$ cat config.mk
export PLATFORM = sky130hd
export DESIGN_NAME = axi_rom_burst_adapter_flat
export DESIGN_NICKNAME = d
export VERILOG_FILES = /design/src/rtl/utils_pkg.sv /design/src/rtl/axi_rom_burst_adapter_if.sv /design/src/rtl/axi_rom_burst_adapter_rd_resp_buf.sv /design/src/rtl/axi_rom_burst_adapter.sv /design/src/flat_wrapper.sv
export SDC_FILE = /design/constraint.sdc
export NUM_CORES = 1
export LEC_CHECK = 0
export BUFFER_PORTS_ARGS = -buffer_cell sky130_fd_sc_hd__buf_2
export CAP_MARGIN = 20
export CORE_MARGIN = 10
export CORE_UTILIZATION = 35
export CTS_CLUSTER_SIZE = 30
export DETAILED_ROUTE_END_ITERATION = 16
export GPL_ROUTABILITY_DRIVEN = 0
export HOLD_SLACK_MARGIN = 0.12
export PLACE_DENSITY = 0.76
export SLEW_MARGIN = 5
export SYNTH_ARGS = -nofsm -noshare
export SYNTH_HDL_FRONTEND = slang
export SYNTH_SLANG_ARGS = --single-unit
$ cat constraint.sdc
create_clock -name clk -period 4.59 [get_ports clk]
set_input_delay 0 -clock clk [delete_from_list [all_inputs] [get_ports clk]]
set_output_delay 0 -clock clk [all_outputs]
set_load 0.01 [all_outputs]
$ cat src/rtl/utils_pkg.sv
// Shared AXI types and helpers for the boot-ROM read-burst adapter.
// Also holds the FSM encodings used by the adapter.
package utils_pkg;

  typedef enum logic [1:0] {
    AXI_FIXED = 2'd0,
    AXI_INCR  = 2'd1,
    AXI_WRAP  = 2'd2,
    AXI_RSVD  = 2'd3
  } axi_burst_t;

  typedef logic [1:0] axi_error_t;
  localparam axi_error_t AXI_OKAY   = 2'b00;
  localparam axi_error_t AXI_SLVERR = 2'b10;

  typedef struct packed {
    logic        arvalid;
    logic [3:0]  arid;
    logic [31:0] araddr;
    logic [7:0]  arlen;
    logic [2:0]  arsize;
    logic [1:0]  arburst;
    logic        rready;
    logic        awvalid;
    logic [3:0]  awid;
    logic [31:0] awaddr;
    logic [7:0]  awlen;
    logic [2:0]  awsize;
    logic [1:0]  awburst;
    logic        wvalid;
    logic [31:0] wdata;
    logic [3:0]  wstrb;
    logic        wlast;
    logic        bready;
  } s_axi_mosi_t;

  typedef struct packed {
    logic        arready;
    logic        rvalid;
    logic [3:0]  rid;
    logic [31:0] rdata;
    axi_error_t  rresp;
    logic        rlast;
    logic        awready;
    logic        wready;
    logic        bvalid;
    logic [3:0]  bid;
    axi_error_t  bresp;
  } s_axi_miso_t;

  typedef struct packed {
    logic [3:0]  id;
    logic [31:0] data;
    axi_error_t  resp;
    logic        last;
  } r_beat_t;

  typedef enum logic [1:0] {
    RD_IDLE = 2'd0,
    RD_ADDR = 2'd1,
    RD_DATA = 2'd2
  } rd_state_t;

  typedef enum logic [1:0] {
    WR_IDLE = 2'd0,
    WR_DATA = 2'd1,
    WR_RESP = 2'd2
  } wr_state_t;

  // Byte-offset mask of a WRAP window: ((len+1) << size) - 1.
  function automatic logic [31:0] wrap_mask(input logic [7:0] len, input logic [2:0] size);
    logic [31:0] win_s;
    win_s = ({24'd0, len} + 32'd1) << size;
    return win_s - 32'd1;
  endfunction

endpackage

$ cat src/rtl/axi_rom_burst_adapter_if.sv
// AXI request/response bundle; master drives mosi, slave drives miso.
interface axi_rom_burst_adapter_if;
  import utils_pkg::*;

  s_axi_mosi_t mosi;
  s_axi_miso_t miso;

  modport master (output mosi, input miso);
  modport slave  (input mosi, output miso);

endinterface

$ cat src/rtl/axi_rom_burst_adapter_rd_resp_buf.sv
// One-entry R-channel holding register: loads only when empty,
// empties on an upstream handshake.
module axi_rd_resp_buf
  import utils_pkg::*;
(
  input  logic    clk,
  input  logic    rst,
  input  logic    load,
  input  r_beat_t load_beat,
  input  logic    out_ready,
  output logic    out_valid,
  output r_beat_t out_beat
);

  logic    valid_r;
  r_beat_t beat_r;

  // Slot occupancy and captured beat
  always_ff @(posedge clk) begin
    if (rst) begin
      valid_r <= 1'b0;
      beat_r  <= '0;
    end else if (load && !valid_r) begin
      valid_r <= 1'b1;
      beat_r  <= load_beat;
    end else if (valid_r && out_ready) begin
      valid_r <= 1'b0;
    end
  end

  assign out_valid = valid_r;
  assign out_beat  = beat_r;

endmodule

$ cat src/rtl/axi_rom_burst_adapter.sv
// Splits upstream AXI read bursts into single-beat ROM reads and
// terminates every write locally with SLVERR.
module axi_rom_burst_adapter
  import utils_pkg::*;
#(
  parameter int unsigned MAX_SIZE = 2
) (
  input logic                     clk,
  input logic                     rst,
  axi_rom_burst_adapter_if.slave  s,
  axi_rom_burst_adapter_if.master m
);

  rd_state_t   rd_state_r, rd_state_nxt_s;
  wr_state_t   wr_state_r, wr_state_nxt_s;
  logic [3:0]  rd_id_r, wr_id_r;
  logic [31:0] cur_addr_r;
  logic [7:0]  rd_len_r, beat_r;
  logic [2:0]  rd_size_r;
  axi_burst_t  rd_burst_r;
  logic        rd_err_r;

  logic        illegal_s, last_beat_s, load_s;
  logic [31:0] incr_s, mask_s, next_addr_s;
  logic        buf_valid_s;
  r_beat_t     buf_beat_s, load_beat_s;
  s_axi_mosi_t m_mosi_s;
  s_axi_miso_t s_miso_s;
  logic        wr_awready_s, wr_wready_s, wr_bvalid_s;
  logic        unused_s;

  assign illegal_s = ({29'd0, s.mosi.arsize} > MAX_SIZE) || (s.mosi.arburst == AXI_RSVD);

  // Read FSM state register
  always_ff @(posedge clk) begin
    if (rst) rd_state_r <= RD_IDLE;
    else     rd_state_r <= rd_state_nxt_s;
  end

  // Latched burst context, beat counter and running address
  always_ff @(posedge clk) begin
    if (rst) begin
      rd_id_r    <= 4'd0;
      cur_addr_r <= 32'd0;
      rd_len_r   <= 8'd0;
      rd_size_r  <= 3'd0;
      rd_burst_r <= AXI_FIXED;
      beat_r     <= 8'd0;
      rd_err_r   <= 1'b0;
    end else if (rd_state_r == RD_IDLE && s.mosi.arvalid) begin
      rd_id_r    <= s.mosi.arid;
      cur_addr_r <= s.mosi.araddr;
      rd_len_r   <= s.mosi.arlen;
      rd_size_r  <= s.mosi.arsize;
      rd_burst_r <= axi_burst_t'(s.mosi.arburst);
      beat_r     <= 8'd0;
      rd_err_r   <= illegal_s;
    end else if (load_s) begin
      beat_r     <= beat_r + 8'd1;
      cur_addr_r <= next_addr_s;
    end
  end

  // Beat capture into the output buffer and next-address arithmetic
  always_comb begin
    last_beat_s = (beat_r == rd_len_r);
    if (rd_state_r == RD_DATA && !buf_valid_s) begin
      load_s = rd_err_r ? 1'b1 : m.miso.rvalid;
    end else begin
      load_s = 1'b0;
    end
    load_beat_s.id   = rd_id_r;
    load_beat_s.data = rd_err_r ? 32'd0 : m.miso.rdata;
    load_beat_s.resp = rd_err_r ? AXI_SLVERR : m.miso.rresp;
    load_beat_s.last = last_beat_s;
    incr_s = 32'd1 << rd_size_r;
    mask_s = wrap_mask(rd_len_r, rd_size_r);
    case (rd_burst_r)
      AXI_FIXED: next_addr_s = cur_addr_r;
      AXI_INCR:  next_addr_s = cur_addr_r + incr_s;
      AXI_WRAP:  next_addr_s = (cur_addr_r & ~mask_s) | ((cur_addr_r + incr_s) & mask_s);
      default:   next_addr_s = cur_addr_r;
    endcase
  end

  // Read FSM next-state; illegal bursts bypass the downstream address phase
  always_comb begin
    rd_state_nxt_s = rd_state_r;
    case (rd_state_r)
      RD_IDLE: begin
        if (s.mosi.arvalid) rd_state_nxt_s = illegal_s ? RD_DATA : RD_ADDR;
        else                rd_state_nxt_s = RD_IDLE;
      end
      RD_ADDR: begin
        if (m.miso.arready) rd_state_nxt_s = RD_DATA;
        else                rd_state_nxt_s = RD_ADDR;
      end
      RD_DATA: begin
        if (load_s && last_beat_s)    rd_state_nxt_s = RD_IDLE;
        else if (load_s && !rd_err_r) rd_state_nxt_s = RD_ADDR;
        else                          rd_state_nxt_s = RD_DATA;
      end
      default: rd_state_nxt_s = RD_IDLE;
    endcase
  end

  // Downstream request from read state only; AW/W/B stay zero
  always_comb begin
    m_mosi_s         = '0;
    m_mosi_s.arvalid = (rd_state_r == RD_ADDR);
    m_mosi_s.arid    = rd_id_r;
    m_mosi_s.araddr  = cur_addr_r;
    m_mosi_s.arlen   = 8'd0;
    m_mosi_s.arsize  = rd_size_r;
    m_mosi_s.arburst = AXI_INCR;
    case (rd_state_r)
      RD_IDLE: m_mosi_s.rready = 1'b1;
      RD_ADDR: m_mosi_s.rready = 1'b0;
      RD_DATA: m_mosi_s.rready = ~buf_valid_s;
      default: m_mosi_s.rready = 1'b1;
    endcase
  end

  assign m.mosi = m_mosi_s;

  axi_rd_resp_buf u_rd_resp_buf (
    .clk       (clk),
    .rst       (rst),
    .load      (load_s),
    .load_beat (load_beat_s),
    .out_ready (s.mosi.rready),
    .out_valid (buf_valid_s),
    .out_beat  (buf_beat_s)
  );

  // Write FSM state register and captured AWID
  always_ff @(posedge clk) begin
    if (rst) begin
      wr_state_r <= WR_IDLE;
      wr_id_r    <= 4'd0;
    end else begin
      wr_state_r <= wr_state_nxt_s;
      if (wr_state_r == WR_IDLE && s.mosi.awvalid) wr_id_r <= s.mosi.awid;
    end
  end

  // Write FSM next-state
  always_comb begin
    wr_state_nxt_s = wr_state_r;
    case (wr_state_r)
      WR_IDLE: wr_state_nxt_s = s.mosi.awvalid ? WR_DATA : WR_IDLE;
      WR_DATA: wr_state_nxt_s = (s.mosi.wvalid && s.mosi.wlast) ? WR_RESP : WR_DATA;
      WR_RESP: wr_state_nxt_s = s.mosi.bready ? WR_IDLE : WR_RESP;
      default: wr_state_nxt_s = WR_IDLE;
    endcase
  end

  // Write FSM outputs
  always_comb begin
    wr_awready_s = 1'b0;
    wr_wready_s  = 1'b0;
    wr_bvalid_s  = 1'b0;
    case (wr_state_r)
      WR_IDLE: wr_awready_s = 1'b1;
      WR_DATA: wr_wready_s  = 1'b1;
      WR_RESP: wr_bvalid_s  = 1'b1;
      default: wr_awready_s = 1'b0;
    endcase
  end

  // Upstream response assembly
  always_comb begin
    s_miso_s         = '0;
    s_miso_s.arready = (rd_state_r == RD_IDLE);
    s_miso_s.rvalid  = buf_valid_s;
    s_miso_s.rid     = buf_beat_s.id;
    s_miso_s.rdata   = buf_beat_s.data;
    s_miso_s.rresp   = buf_beat_s.resp;
    s_miso_s.rlast   = buf_beat_s.last;
    s_miso_s.awready = wr_awready_s;
    s_miso_s.wready  = wr_wready_s;
    s_miso_s.bvalid  = wr_bvalid_s;
    s_miso_s.bid     = wr_id_r;
    s_miso_s.bresp   = AXI_SLVERR;
  end

  assign s.miso = s_miso_s;

  assign unused_s = ^{s.mosi.awaddr, s.mosi.awlen, s.mosi.awsize, s.mosi.awburst,
                      s.mosi.wdata, s.mosi.wstrb, m.miso.rid, m.miso.rlast,
                      m.miso.awready, m.miso.wready, m.miso.bvalid, m.miso.bid,
                      m.miso.bresp};

endmodule

$ cat src/flat_wrapper.sv
// flat-port wrapper written by rule: the top's interface ports become plain ports
module axi_rom_burst_adapter_flat import utils_pkg::*;
#(
  parameter int unsigned MAX_SIZE = 2
)
  (clk, rst, s_mosi, s_miso, m_mosi, m_miso);
  axi_rom_burst_adapter_if s_i ();
  axi_rom_burst_adapter_if m_i ();
  input logic clk;
  input logic rst;
  input wire logic [$bits(s_i.mosi)-1:0] s_mosi;
  output wire logic [$bits(s_i.miso)-1:0] s_miso;
  output wire logic [$bits(m_i.mosi)-1:0] m_mosi;
  input wire logic [$bits(m_i.miso)-1:0] m_miso;
  assign s_i.mosi = s_mosi;
  assign s_miso = s_i.miso;
  assign m_mosi = m_i.mosi;
  assign m_i.miso = m_miso;
  axi_rom_burst_adapter #(.MAX_SIZE(MAX_SIZE)) u_core (.clk(clk), .rst(rst), .s(s_i), .m(m_i));
endmodule
; ---- Yosys cells after proc, flatten, opt, wreduce, memory -nomap -nowiden
; Index checks and enable logic that the tools add are counted.
[word_totals]
output_inout_bits = 190
ramBits = 0
wordCells = 76
mem_bits_ro = 0
latchBits = 0
mem_count = 0
register_bits = 106
in_bits = 192
[op_classes]
add_sub_neg = 4
n_eq_ne = 8
magnitude_cmp = 1
mul = 0
reduce_logical = 18
div = 0
bitwise_logic = 5
shifts = 2
mux = 23
[op_table]
columns = cell, n
row1 = $mux W32, 3
row2 = $and A32 B32 Y32, 2
row3 = $pmux W32 S2, 1
row4 = $add A32 B32 Y32, 1
row5 = $not A32 Y32, 1
row6 = $or A32 B32 Y32, 1
row7 = $shl A1 B3 Y32 const A, 1
row8 = $shl A32 B3 Y32, 1
row9 = $sub A32 B1 Y32 const B, 1
row10 = $mux W2, 8
row11 = $pmux W2 S3, 2
row12 = $add A8 B1 Y9 const B, 1
row13 = $add A8 B1 Y8 const B, 1
row14 = $eq A2 B2 Y1 const B, 4
row15 = $eq A8 B8 Y1, 1
row16 = $logic_and A1 B1 Y1, 8
row17 = $mux W1, 8
row18 = $eq A2 B1 Y1 const B, 3
row19 = $logic_not A2 Y1, 2
row20 = $reduce_bool A2 Y1, 2
row21 = $gt A3 B2 Y1 const B, 1
row22 = $reduce_bool A3 Y1, 1
row23 = $logic_not A1 Y1, 2
row24 = $pmux W1 S2, 1
row25 = other kinds (4), 4

; ---- Longest topological paths before layout
; Gate-level depths: netlist (run 1).
[logic_depth]
ltp_word = 9
mapped_depth = 16
mapped_depth_nobuf = 12

; ---- By module
; A second synthesis (run 1) with hierarchy kept.
[unflattened]
hier_cells = 997
area_unflattened_um2 = 7901.3
[by_module_without_submodules]
columns = mod, instances, area_each_um2, cells_each
row1 = axi_rom_burst_adapter, 1, 6108.4, 817
row2 = axi_rd_resp_buf, 1, 1793.0, 180

; ---- Worst setup path after synthesis (run 1)
; OpenSTA, ideal clock, no wires.
[synth_path]
path_kind = register to register
start = register u_core.rd_size_r[0]
end = register (tool-made name)
arrival_ns = 3.714
path_slack_ns = 0.789
path_stages_with_launch = 17
setup_time_ns = 0.086
path_cell_list = dfxtp_1 > buf_2 > buf_6 > buf_2 > buf_2 > nor3_1 > ha_1 > inv_1 > fa_1 > nor2b_1 > o21a_1 > a311oi_1 > a211oi_1 > and3_1 > a21oi_1 > a211o_1 > a221oi_2
[synth_lines]
columns = element, line
row1 = "start, declared", axi_rom_burst_adapter.sv:19  ; logic [2:0] rd_size_r;
row2 = "start signal, assigned", axi_rom_burst_adapter.sv:54  ; rd_size_r <= s.mosi.arsize;

==> results of run 1 <==
==> worst max-delay path, cell delays in order, from the launching register on <==
cell and delay (ns):
dfxtp_1 0.98, nor2b_1 0.21, nand2_1 0.20, inv_1 0.06, ha_1 0.29, a211oi_1 0.11
o21ai_0 0.22, a31oi_1 0.17, o21bai_1 0.61, nand4_1 0.37, nor4_1 0.35, xnor2_1 0.17
a31oi_1 0.10
==> timing repair <==
item,in CTS,in global routing
endpoints found under the hold margin,90,0
hold buffers,90,0
setup endpoints to repair,0,0
setup buffers,0,0
==> synthesized netlist by cell type, types with 4 or more instances <==
cell | n | area share (%)
nor3_1 | 19 | 1.2
and2_1 | 8 | 0.64
buf_6 | 5 | 0.72
a311oi_1 | 8 | 0.90
dfxtp_1 | 106 | 27
and3_1 | 20 | 1.6
a21o_1 | 4 | 0.38
nor2_1 | 74 | 3.6
nand3_1 | 22 | 1.4
buf_2 | 7 | 0.45
inv_1 | 23 | 1.1
buf_4 | 115 | 11
xnor2_1 | 9 | 1.0
a211o_1 | 4 | 0.45
nor2b_1 | 13 | 1.0
o211ai_1 | 13 | 1.2
ha_1 | 17 | 2.7
nand2_1 | 147 | 7.1
o211a_1 | 5 | 0.64
o221ai_1 | 9 | 1.0
a21oi_1 | 82 | 5.3
clkbuf_1 | 47 | 2.3
o31ai_1 | 9 | 0.87
a211oi_1 | 11 | 1.1
xor2_1 | 18 | 2.0
mux2i_1 | 12 | 1.5
o21ai_0 | 28 | 1.8
nand4_1 | 22 | 1.8
a221oi_1 | 5 | 0.56
nor4_1 | 6 | 0.48
or3_1 | 5 | 0.40
o21a_1 | 5 | 0.48
o41a_1 | 6 | 0.87
nand3b_1 | 34 | 3.3
a31oi_1 | 14 | 1.1
nand2b_1 | 9 | 0.72
a32o_1 | 4 | 0.51
or4_1 | 4 | 0.38
==> kinds of logic (layout without fill, tap and decap cells) <==
logic type	Yosys count	in the layout	share of synthesized area [%]
AOI/OAI and AO/OA	256	256	23.2
xor gates and xnor gates	27	27	3.03
adders and majority gates	18	18	2.98
buffers and inverters	200	332	15.7
DFF	106	106	27.2
muxes	14	14	1.83
other	2	103	0.0962
and+or+nand+nor	404	404	26.0
==> layer usage <==
layer | global-route usage (%) | part of all wire [%]
met5 | 0 | 0
met4 | 4.54 | 1.3
met3 | 6.35 | 11
met2 | 29.4 | 47
met1 | 22.5 | 41
==> metrics by stage <==
| stage | instances | setup slack [ns] | cell area, um2 |
|---|---|---|---|
| after detailed placement | 1432 | 0.674 | 8450 |
| after global placement | 1432 | 0.758 | 8450 |
| after global routing | 1538 | 0.214 | 9660 |
| after CTS | 1538 | 0.685 | 9660 |
| final | 1540 | 0.587 | 9670 |
| after floorplan | 1126 | 0.789 | 8180 |
==> power groups by stage <==
stage | clock network (mW) | logic (mW) | registers (mW)
5_1_grt | 0.885 | 1.10 | 1.12
4_1_cts | 0.856 | 0.988 | 1.10
3_5_place_dp | 0 | 0.923 | 1.12
3_3_place_gp | 0 | 0.906 | 1.11
6_report | 0.842 | 1.01 | 1.10
2_1_floorplan | 0 | 0.695 | 1.11
==> area by class of cell <==
| cell class | instances | share of cell area [%] |
|---|---|---|
| Antenna cell | 2 | 0.0518 |
| Clock buffer | 9 | 2.33 |
| Clock inverter | 7 | 0.893 |
| Inverter | 24 | 0.932 |
| Multi-Input combinational cell | 820 | 50.0 |
| Sequential cell | 106 | 21.9 |
| Tap cell | 280 | 3.62 |
| Timing Repair Buffer | 292 | 20.2 |
==> how the worst max path moves through the flow <==
| stage | from | to | slack [ns] |
|---|---|---|---|
| 2_1_floorplan | u_core.rd_size_r[0] | register | 0.79 |
| 3_3_place_gp | u_core.rd_size_r[1] | register | 0.76 |
| 3_5_place_dp | u_core.rd_size_r[1] | register | 0.67 |
| 4_1_cts | u_core.rd_size_r[1] | register | 0.68 |
| 5_1_grt | u_core.rd_size_r[1] | register | 0.21 |
| 6_report | u_core.rd_size_r[1] | register | 0.59 |
==> impl_metrics.toml, run 1 <==
[outcome]
status = "finished, final reports clean"

[sta]
rsz0062_at_grt = "false"
max_freq_mhz = 250
period_needed_ns = 4.00
finalHoldViolCount = 0
fin_crit_sh_pct = 87.2
maxSlewViolCount = 0
worst_pin_slew_ns = 1.06
skew_ns = 0.0147
setup_viol = 0
tns_ns = 0
holdWs_ns = 0.144
relSlewSlack_pct = 29.4

[die]
die_h_um = 169
start_util_pct = 35.7
io_pins = 382
die-area_um2 = 28700
num_rows = 54
die_w_um = 169
core-area_um2 = 21900

[global_route]
grt_antenna_before_repair = 0
grt-ovfl-total = 0
grt_pass1_vias = 7864
grt_pass1_wl_um = 43200
grt_max_degree = 87
globalRouteTotalUtil_pct = 18.2

[synthesis]
syn_area_per_cell_um2 = 7.60
synth_area_um2 = 7810
synth_top_flop_cell = "dfxtp_1"
synth-seq-cells = 106
seq_area_frac_synth_pct = 27.2
synth-edff-count = 0
synthCells = 1027
async_reset_ff_share_pct = 0
ys_types = 86
yosys_warnings = 0

[finish]
layout.nets = 1463
area_growth_pct = 23.8
drive_above_1_share_pct = 19.7
final_common_cell = "buf_2"
register_area_um2 = 2120
final_util_pct = 44.2
layout_common_cells = "185 x buf_2, 146 x nand2_1, 106 x dfxtp_1"
nFillCells = 2198
multi_input_area_um2 = 4830

[cts]
numClockSinks = 106
cts_max_level = 3
ctsResizeCount = 0
numCtsBuffers = 9
cts_tree = "built"
root_buffer = "clkbuf_16"
worstSkewPairLatency_ns = 0.38
clk_pin_slew_ns = 0.09
clockBufferDepth = 2

[drt]
viasPerCell = 5.38
drtAntennaViolNets = 0
drtIter0Drc = 762
routed_wl_um = 28000
first_pass_iters = 5
post_drt_wl_per_cell_um = 18.2
dr_total_vias = 8289
drc = 0

[setup_path]
r2r_cells = 12
cp.arrival_ns = 4.23
crit_fanout = 29
cp_data_required_time_ns = 4.82
cp-start-kind = "register"
endpoint_kind = "register"
r2r-start = "u_core.rd_size_r[1]"
r2r_setup_slack_ns = 0.59
worstSetupPathType = "reg2reg"

[power]
power.density_nw_per_um2 = 305
pwr-share-comb_pct = 34.1
ir_drop_mv = 0.259
p_leak_nw = 4.16
p_sw_mw = 1.16
power.total_mw = 2.95
p_clk_share_pct = 28.5
pwr-share-seq_pct = 37.3
power.share.switching_pct = 39.3
cellInternalPower_mw = 1.79

[min_path]
hold_path.startpoint = "s_mosi[122]"
hp-class = "in2reg"
min_path_cells = 4

[place]
io_buffers = 185
dpl.hpwl_um = 19400

[flow_run]
drv_cap = 0
No activity file was read; power rests on OpenSTA's default activity.
==> run 2, diff against run 1 <==
--- a/config.mk
+++ b/config.mk
@@ -9,12 +9,14 @@
 export CAP_MARGIN = 20
 export CORE_MARGIN = 10
 export CORE_UTILIZATION = 35
+export CTS_CLUSTER_DIAMETER = 120
 export CTS_CLUSTER_SIZE = 30
 export DETAILED_ROUTE_END_ITERATION = 16
 export GPL_ROUTABILITY_DRIVEN = 0
 export HOLD_SLACK_MARGIN = 0.12
-export PLACE_DENSITY = 0.76
+export PLACE_DENSITY = 0.75
 export SLEW_MARGIN = 5
 export SYNTH_ARGS = -nofsm -noshare
 export SYNTH_HDL_FRONTEND = slang
+export SYNTH_HIERARCHICAL = 1
 export SYNTH_SLANG_ARGS = --single-unit
==> impl_metrics.toml, run 2 <==
[min_path]
hp-class = "in2reg"
min_to = "u_core/wr_state_r[1]"
min_path_cells = 2
hold_path.startpoint = "rst"

[setup_path]
crit_fanout = 16
cpPeakStageDelay_ns = 0.68
crit_buf_inv = 2
cp_data_required_time_ns = 4.87
endpoint_kind = "register"
crit_path_frequent_cell = "o21ai_0"
cp_slowest_cell = "a2111o_1"
crit_chain = "nor2_1 -> nand2_1 -> inv_1 -> ha_1 -> inv_1 -> fa_1 -> nor2b_1 -> o21ai_0 -> a21boi_0 -> o21ai_0 -> a21boi_0 -> o21ai_0 -> a2111o_1 -> or3_1 -> a311oi_1"
r2r-start = "u_core/rd_size_r[1]"
r2r_cells = 15
cp.arrival_ns = 4.41
r2r_setup_slack_ns = 0.45
cp-start-kind = "register"
cpLargestDelayFamily = "compound AO/OA/AOI/OAI gates"
worstSetupPathType = "reg2reg"

[global_route]
grt_pass1_vias = 7629
grt-ovfl-total = 0
globalRouteTotalUtil_pct = 16.7
grt_max_degree = 86
grt_antenna_before_repair = 0
grt_pass1_wl_um = 39900

[synthesis]
yosys.area.top_type_share_pct = 26.9
synthCells = 997
synth_area_um2 = 7900
synth_commonest_cells = "112 x buf_4, 106 x dfxtp_1, 77 x nand2_1, 73 x nor2_1, 45 x nand2b_1"
yosysMostFrequentCell = "buf_4"
seq_area_frac_synth_pct = 26.9
yosys_warnings = 6
synth.area.top_cells = "dfxtp_1 27%, buf_4 11%, nand4bb_1 5.6%, nand2_1 3.7%, nand2b_1 3.6%"
syn_area_per_cell_um2 = 7.93
synth-seq-cells = 106
synth-edff-count = 0
ys_types = 80
synth_area_leader_cell = "dfxtp_1"
synth_top_flop_cell = "dfxtp_1"
async_reset_ff_share_pct = 0

[die]
core-area_um2 = 22000
die_h_um = 170
start_util_pct = 35.9
num_rows = 54
io_pins = 382
die-area_um2 = 29000
die_w_um = 170

[finish]
final_common_cell = "buf_2"
fin_area_um2 = 9830
layout.nets = 1439
antenna_cells = 0
area_growth_pct = 24.4
layout_common_cells = "184 x buf_2, 106 x dfxtp_1, 101 x conb_1"
drive_above_1_share_pct = 20.1

[sta]
maxSlewViolCount = 0
rsz0062_at_grt = "false"
worst_pin_slew_ns = 0.730
period_needed_ns = 4.14
finalHoldViolCount = 0
setup_viol = 0
tns_ns = 0
fin_crit_sh_pct = 90.1
skew_ns = 0.00907
relSlewSlack_pct = 51.3
max_freq_mhz = 242

[power]
power.density_nw_per_um2 = 283
ir_drop_mv = 0.170
p_leak_nw = 4.18

[drt]
first_pass_iters = 5
drtAntennaViolNets = 0
drc = 0
drtIter0Drc = 623
post_drt_wl_per_cell_um = 17.0
routed_wl_um = 25700
viasPerCell = 5.16
dr_total_vias = 7820

[place]
io_buffers = 185
placed_area_um2 = 8580
dpl.hpwl_um = 17900

[cts]
clk_pin_slew_ns = 0.08
worstSkewPairLatency_ns = 0.36
cts_hold_buf = 93
numClockSinks = 106
cts_setup_buffers = 0
cts_max_level = 3
cts_tree = "built"
clockBufferDepth = 2
ctsResizeCount = 0
root_buffer = "clkbuf_16"
numCtsBuffers = 9

[flow_run]
drv_cap = 0

[outcome]
status = "finished, final reports clean"
==> run 2: changes by cell type in the layout (fill, tap and decap cells not counted), moves of 9 or more <==
cell,previous run,this run
a31oi_1,14,5
o21ai_0,27,43
xor2_1,18,9
nand2_1,146,76
nand2b_1,9,45
a21oi_1,82,42
o21ai_1,3,25
and3_1,20,6
or3_1,5,14
nand3b_1,34,2
nor2b_1,13,44
nand4bb_1,1,39
mux2i_1,12,22
xnor2_1,9,22
==> run 2: cells by family (layout without fill, tap and decap cells) <==
kind of cell / after synthesis / in the layout / synth area share, %
AOI/OAI and AO/OA: 215 / 215 / 18.4
xor gates and xnor gates: 33 / 33 / 3.85
adders and majority gates: 17 / 17 / 2.79
buffers and inverters: 206 / 345 / 15.8
DFF: 106 / 106 / 26.9
muxes: 23 / 23 / 2.93
other: 2 / 101 / 0.0950
and+or+nand+nor: 395 / 395 / 29.3
==> run 2: where the power goes <==
group	leakage [nW]	total (mW)	internal (mW)	switching (mW)
Combinational	3.16	0.877	0.363	0.514
Clock	0.152	0.827	0.396	0.431
Sequential	0.867	1.08	0.998	0.0816
Total	4.18	2.78	1.76	1.03
==> run 2: worst register-to-register path, stage by stage (launching register included) <==
cell,delay (ns)
dfxtp_1,0.42
nor2_1,0.23
nand2_1,0.10
inv_1,0.10
ha_1,0.18
inv_1,0.05
fa_1,0.39
nor2b_1,0.12
o21ai_0,0.12
a21boi_0,0.27
o21ai_0,0.14
a21boi_0,0.32
o21ai_0,0.26
a2111o_1,0.68
or3_1,0.40
a311oi_1,0.26
==> run 2: worst max-delay path by stage <==
| stage | startpoint | endpoint | slack, ns | depth (start not counted) |
|---|---|---|---|---|
| 2_1_floorplan | u_core/rd_size_r[1] | register | 0.90 | 18 |
| 3_3_place_gp | u_core/rd_size_r[1] | register | 0.66 | 15 |
| 3_5_place_dp | u_core/rd_size_r[1] | register | 0.59 | 15 |
| 4_1_cts | u_core/rd_size_r[1] | register | 0.52 | 15 |
| 5_1_grt | u_core/rd_size_r[1] | register | 0.13 | 15 |
| 6_report | u_core/rd_size_r[1] | register | 0.45 | 15 |
==> run 2: per-stage QoR <==
stage	cells	setup slack, ns	utilization, %	hold slack (ns)	power [mW]
global route	1515	0.128	44.6	0.173	2.94
detailed placement	1405	0.595	39.0	0.204	1.90
global placement	1405	0.658	39.0	0.204	1.88
floorplan	1096	0.897	-	0.100	1.71
CTS	1514	0.519	44.6	0.137	2.80
finish	1515	0.453	44.6	0.157	2.78
==> run 2: final cells by class <==
type / count / area (um2)
clock buffers: 9 / 225
multi-input cells: 784 / 4910
repair buffers: 300 / 2020
clock inverters: 7 / 86.3
flip-flops and latches: 106 / 2120
fillers: 2142 / 12200
inverters: 29 / 109
well taps: 280 / 350
==> run 2: metal layers <==
metal	up-vias	part of all wire, %	GRT usage (%)
met4	0	2.6	6.71
li1	3782	-	-
met1	3637	42	20.5
met3	47	8.6	4.14
met2	354	47	27.5
met5	-	0	0
==> run 3, diff against run 2 <==
--- a/config.mk
+++ b/config.mk
@@ -7,14 +7,15 @@
 export LEC_CHECK = 0
 export BUFFER_PORTS_ARGS = -buffer_cell sky130_fd_sc_hd__buf_2
 export CAP_MARGIN = 20
-export CORE_MARGIN = 10
-export CORE_UTILIZATION = 35
+export CELL_PAD_IN_SITES_DETAIL_PLACEMENT = 1
+export CELL_PAD_IN_SITES_GLOBAL_PLACEMENT = 1
+export CORE_UTILIZATION = 33
 export CTS_CLUSTER_DIAMETER = 120
 export CTS_CLUSTER_SIZE = 30
 export DETAILED_ROUTE_END_ITERATION = 16
 export GPL_ROUTABILITY_DRIVEN = 0
 export HOLD_SLACK_MARGIN = 0.12
-export PLACE_DENSITY = 0.75
+export PLACE_DENSITY = 0.94
 export SLEW_MARGIN = 5
 export SYNTH_ARGS = -nofsm -noshare
 export SYNTH_HDL_FRONTEND = slang
==> impl_metrics.toml, run 3 (same netlist as run 2, synthesis figures left out) <==
[cts]
root_buffer = "clkbuf_16"
cts_tree = "built"
cts_max_level = 3
numCtsBuffers = 9
numClockSinks = 106
clockBufferDepth = 2
clk_pin_slew_ns = 0.08
worstSkewPairLatency_ns = 0.37

[global_route]
grt_antenna_before_repair = 3
grt_pass1_wl_um = 44400
grt-ovfl-total = 0
globalRouteTotalUtil_pct = 23.0
grt_pass1_vias = 8429
grt_max_degree = 84

[sta]
finalHoldViolCount = 0
relSlewSlack_pct = 50.5
period_needed_ns = 4.24
worst_pin_slew_ns = 0.737
tns_ns = 0
setup_viol = 0
skew_ns = 0.0103
fin_crit_sh_pct = 92.3
holdWs_ns = 0.177
max_freq_mhz = 236
rsz0062_at_grt = "false"
maxSlewViolCount = 0

[die]
die_w_um = 157
die-area_um2 = 24600
die_h_um = 157
num_rows = 56
core-area_um2 = 23500
start_util_pct = 33.7
io_pins = 382

[drt]
drc = 0
post_drt_wl_per_cell_um = 18.4
first_pass_iters = 5
drtAntennaViolNets = 0
routed_wl_um = 28700
viasPerCell = 5.26
drtIter0Drc = 479
dr_total_vias = 8205

[power]
power.density_nw_per_um2 = 283
pwr-share-comb_pct = 32.3
ir_drop_mv = 0.151
pwr-share-seq_pct = 38.7
p_sw_mw = 1.05
p_clk_share_pct = 29.0
p_leak_nw = 4.17
cellInternalPower_mw = 1.75
power.share.switching_pct = 37.5

[finish]
nFillCells = 2911
multi_input_area_um2 = 4910
final_common_cell = "buf_2"
area_growth_pct = 25.1
layout_common_cells = "184 x buf_2, 106 x dfxtp_1, 101 x conb_1"
drive_above_1_share_pct = 20.2
register_area_um2 = 2120
layout.nets = 1439

[setup_path]
cp_data_required_time_ns = 4.85
startpoint = "u_core/rd_size_r[0]"
r2r-start = "u_core/rd_size_r[0]"
endpoint_kind = "register"
r2r_setup_slack_ns = 0.35
cpPeakStageDelay_ns = 0.66
cp-start-kind = "register"
crit_chain = "nor2_2 -> nand2_1 -> inv_1 -> ha_1 -> inv_1 -> fa_1 -> nor2b_1 -> o21ai_0 -> a21boi_0 -> o21ai_0 -> a21boi_0 -> o21ai_0 -> a2111o_1 -> or3_1 -> a311oi_1"
crit_path_frequent_cell = "o21ai_0"
r2r_cells = 15
cp.arrival_ns = 4.50
worstSetupPathType = "reg2reg"
crit_fanout = 16
cp_slowest_cell = "a2111o_1"

[outcome]
status = "finished, final reports clean"

[place]
io_buffers = 185
dpl.hpwl_um = 18100

[min_path]
min_path_cells = 2
hp-class = "in2reg"

[flow_run]
drv_cap = 0
## run 3: stage by stage
step / utilization, % / area, um2 / total power [mW] / cells / setup WS [ns]
floorplan: - / 8270 / 1.71 / 1096 / 0.897
global placement: 36.8 / 8630 / 1.87 / 1444 / 0.583
detailed placement: 36.8 / 8630 / 1.91 / 1444 / 0.420
finish: 42.1 / 9890 / 2.80 / 1559 / 0.354
global route: 42.1 / 9880 / 2.95 / 1557 / 0.123
CTS: 42.0 / 9860 / 2.79 / 1553 / 0.429
## run 3: layout make-up
class | count | area share [%]
clock buffers | 9 | 2.28
inverters | 29 | 1.10
clock inverters | 7 | 0.797
diodes | 5 | 0.127
well taps | 319 | 4.04
repair buffers | 300 | 20.5
multi-input cells | 784 | 49.7
flip-flops and latches | 106 | 21.5
## run 3: worst min path at each step
stage               startpoint                        endpoint  slack (ns)
global placement    s_mosi[89]  u_core/u_rd_resp_buf/out_valid        0.19
global route               rst               u_core/wr_id_r[3]        0.19
detailed placement  s_mosi[89]  u_core/u_rd_resp_buf/out_valid        0.20
floorplan           s_mosi[89]  u_core/u_rd_resp_buf/out_valid        0.10
CTS                        rst               u_core/wr_id_r[1]        0.16
finish                     rst               u_core/wr_id_r[1]        0.18
## run 3: timing repair
item                                    4_1_cts  5_1_grt
hold buffers                                 93        0
gates resized for setup                       0        1
endpoints found under the setup margin        0        1
buffers inserted                              0        0
endpoints found under the hold margin        92        0
## run 3: worst max-delay path, delay by kind of cell (launching register included)
kind	cells	cell delay [ns]
AOI/OAI and AO/OA	7	2.00
and+or+nand+nor	4	0.97
adders and majority gates	2	0.58
DFF	1	0.40
buffers and inverters	2	0.17
## run 3: power by group through the flow
stage	logic (mW)	clock network, mW	registers, mW
2_1_floorplan	0.604	0	1.10
3_3_place_gp	0.780	0	1.10
3_5_place_dp	0.808	0	1.10
4_1_cts	0.877	0.833	1.08
5_1_grt	0.983	0.874	1.10
6_report	0.904	0.813	1.08
## run 3: layer usage
metal | vias up | wire length (um) | GRT usage (%)
li1 | 3783 | - | -
met1 | 3971 | 11500 | 26.0
met2 | 348 | 14200 | 39.8
met3 | 103 | 1600 | 4.62
met4 | 0 | 1470 | 13.6
met5 | - | 0 | 0
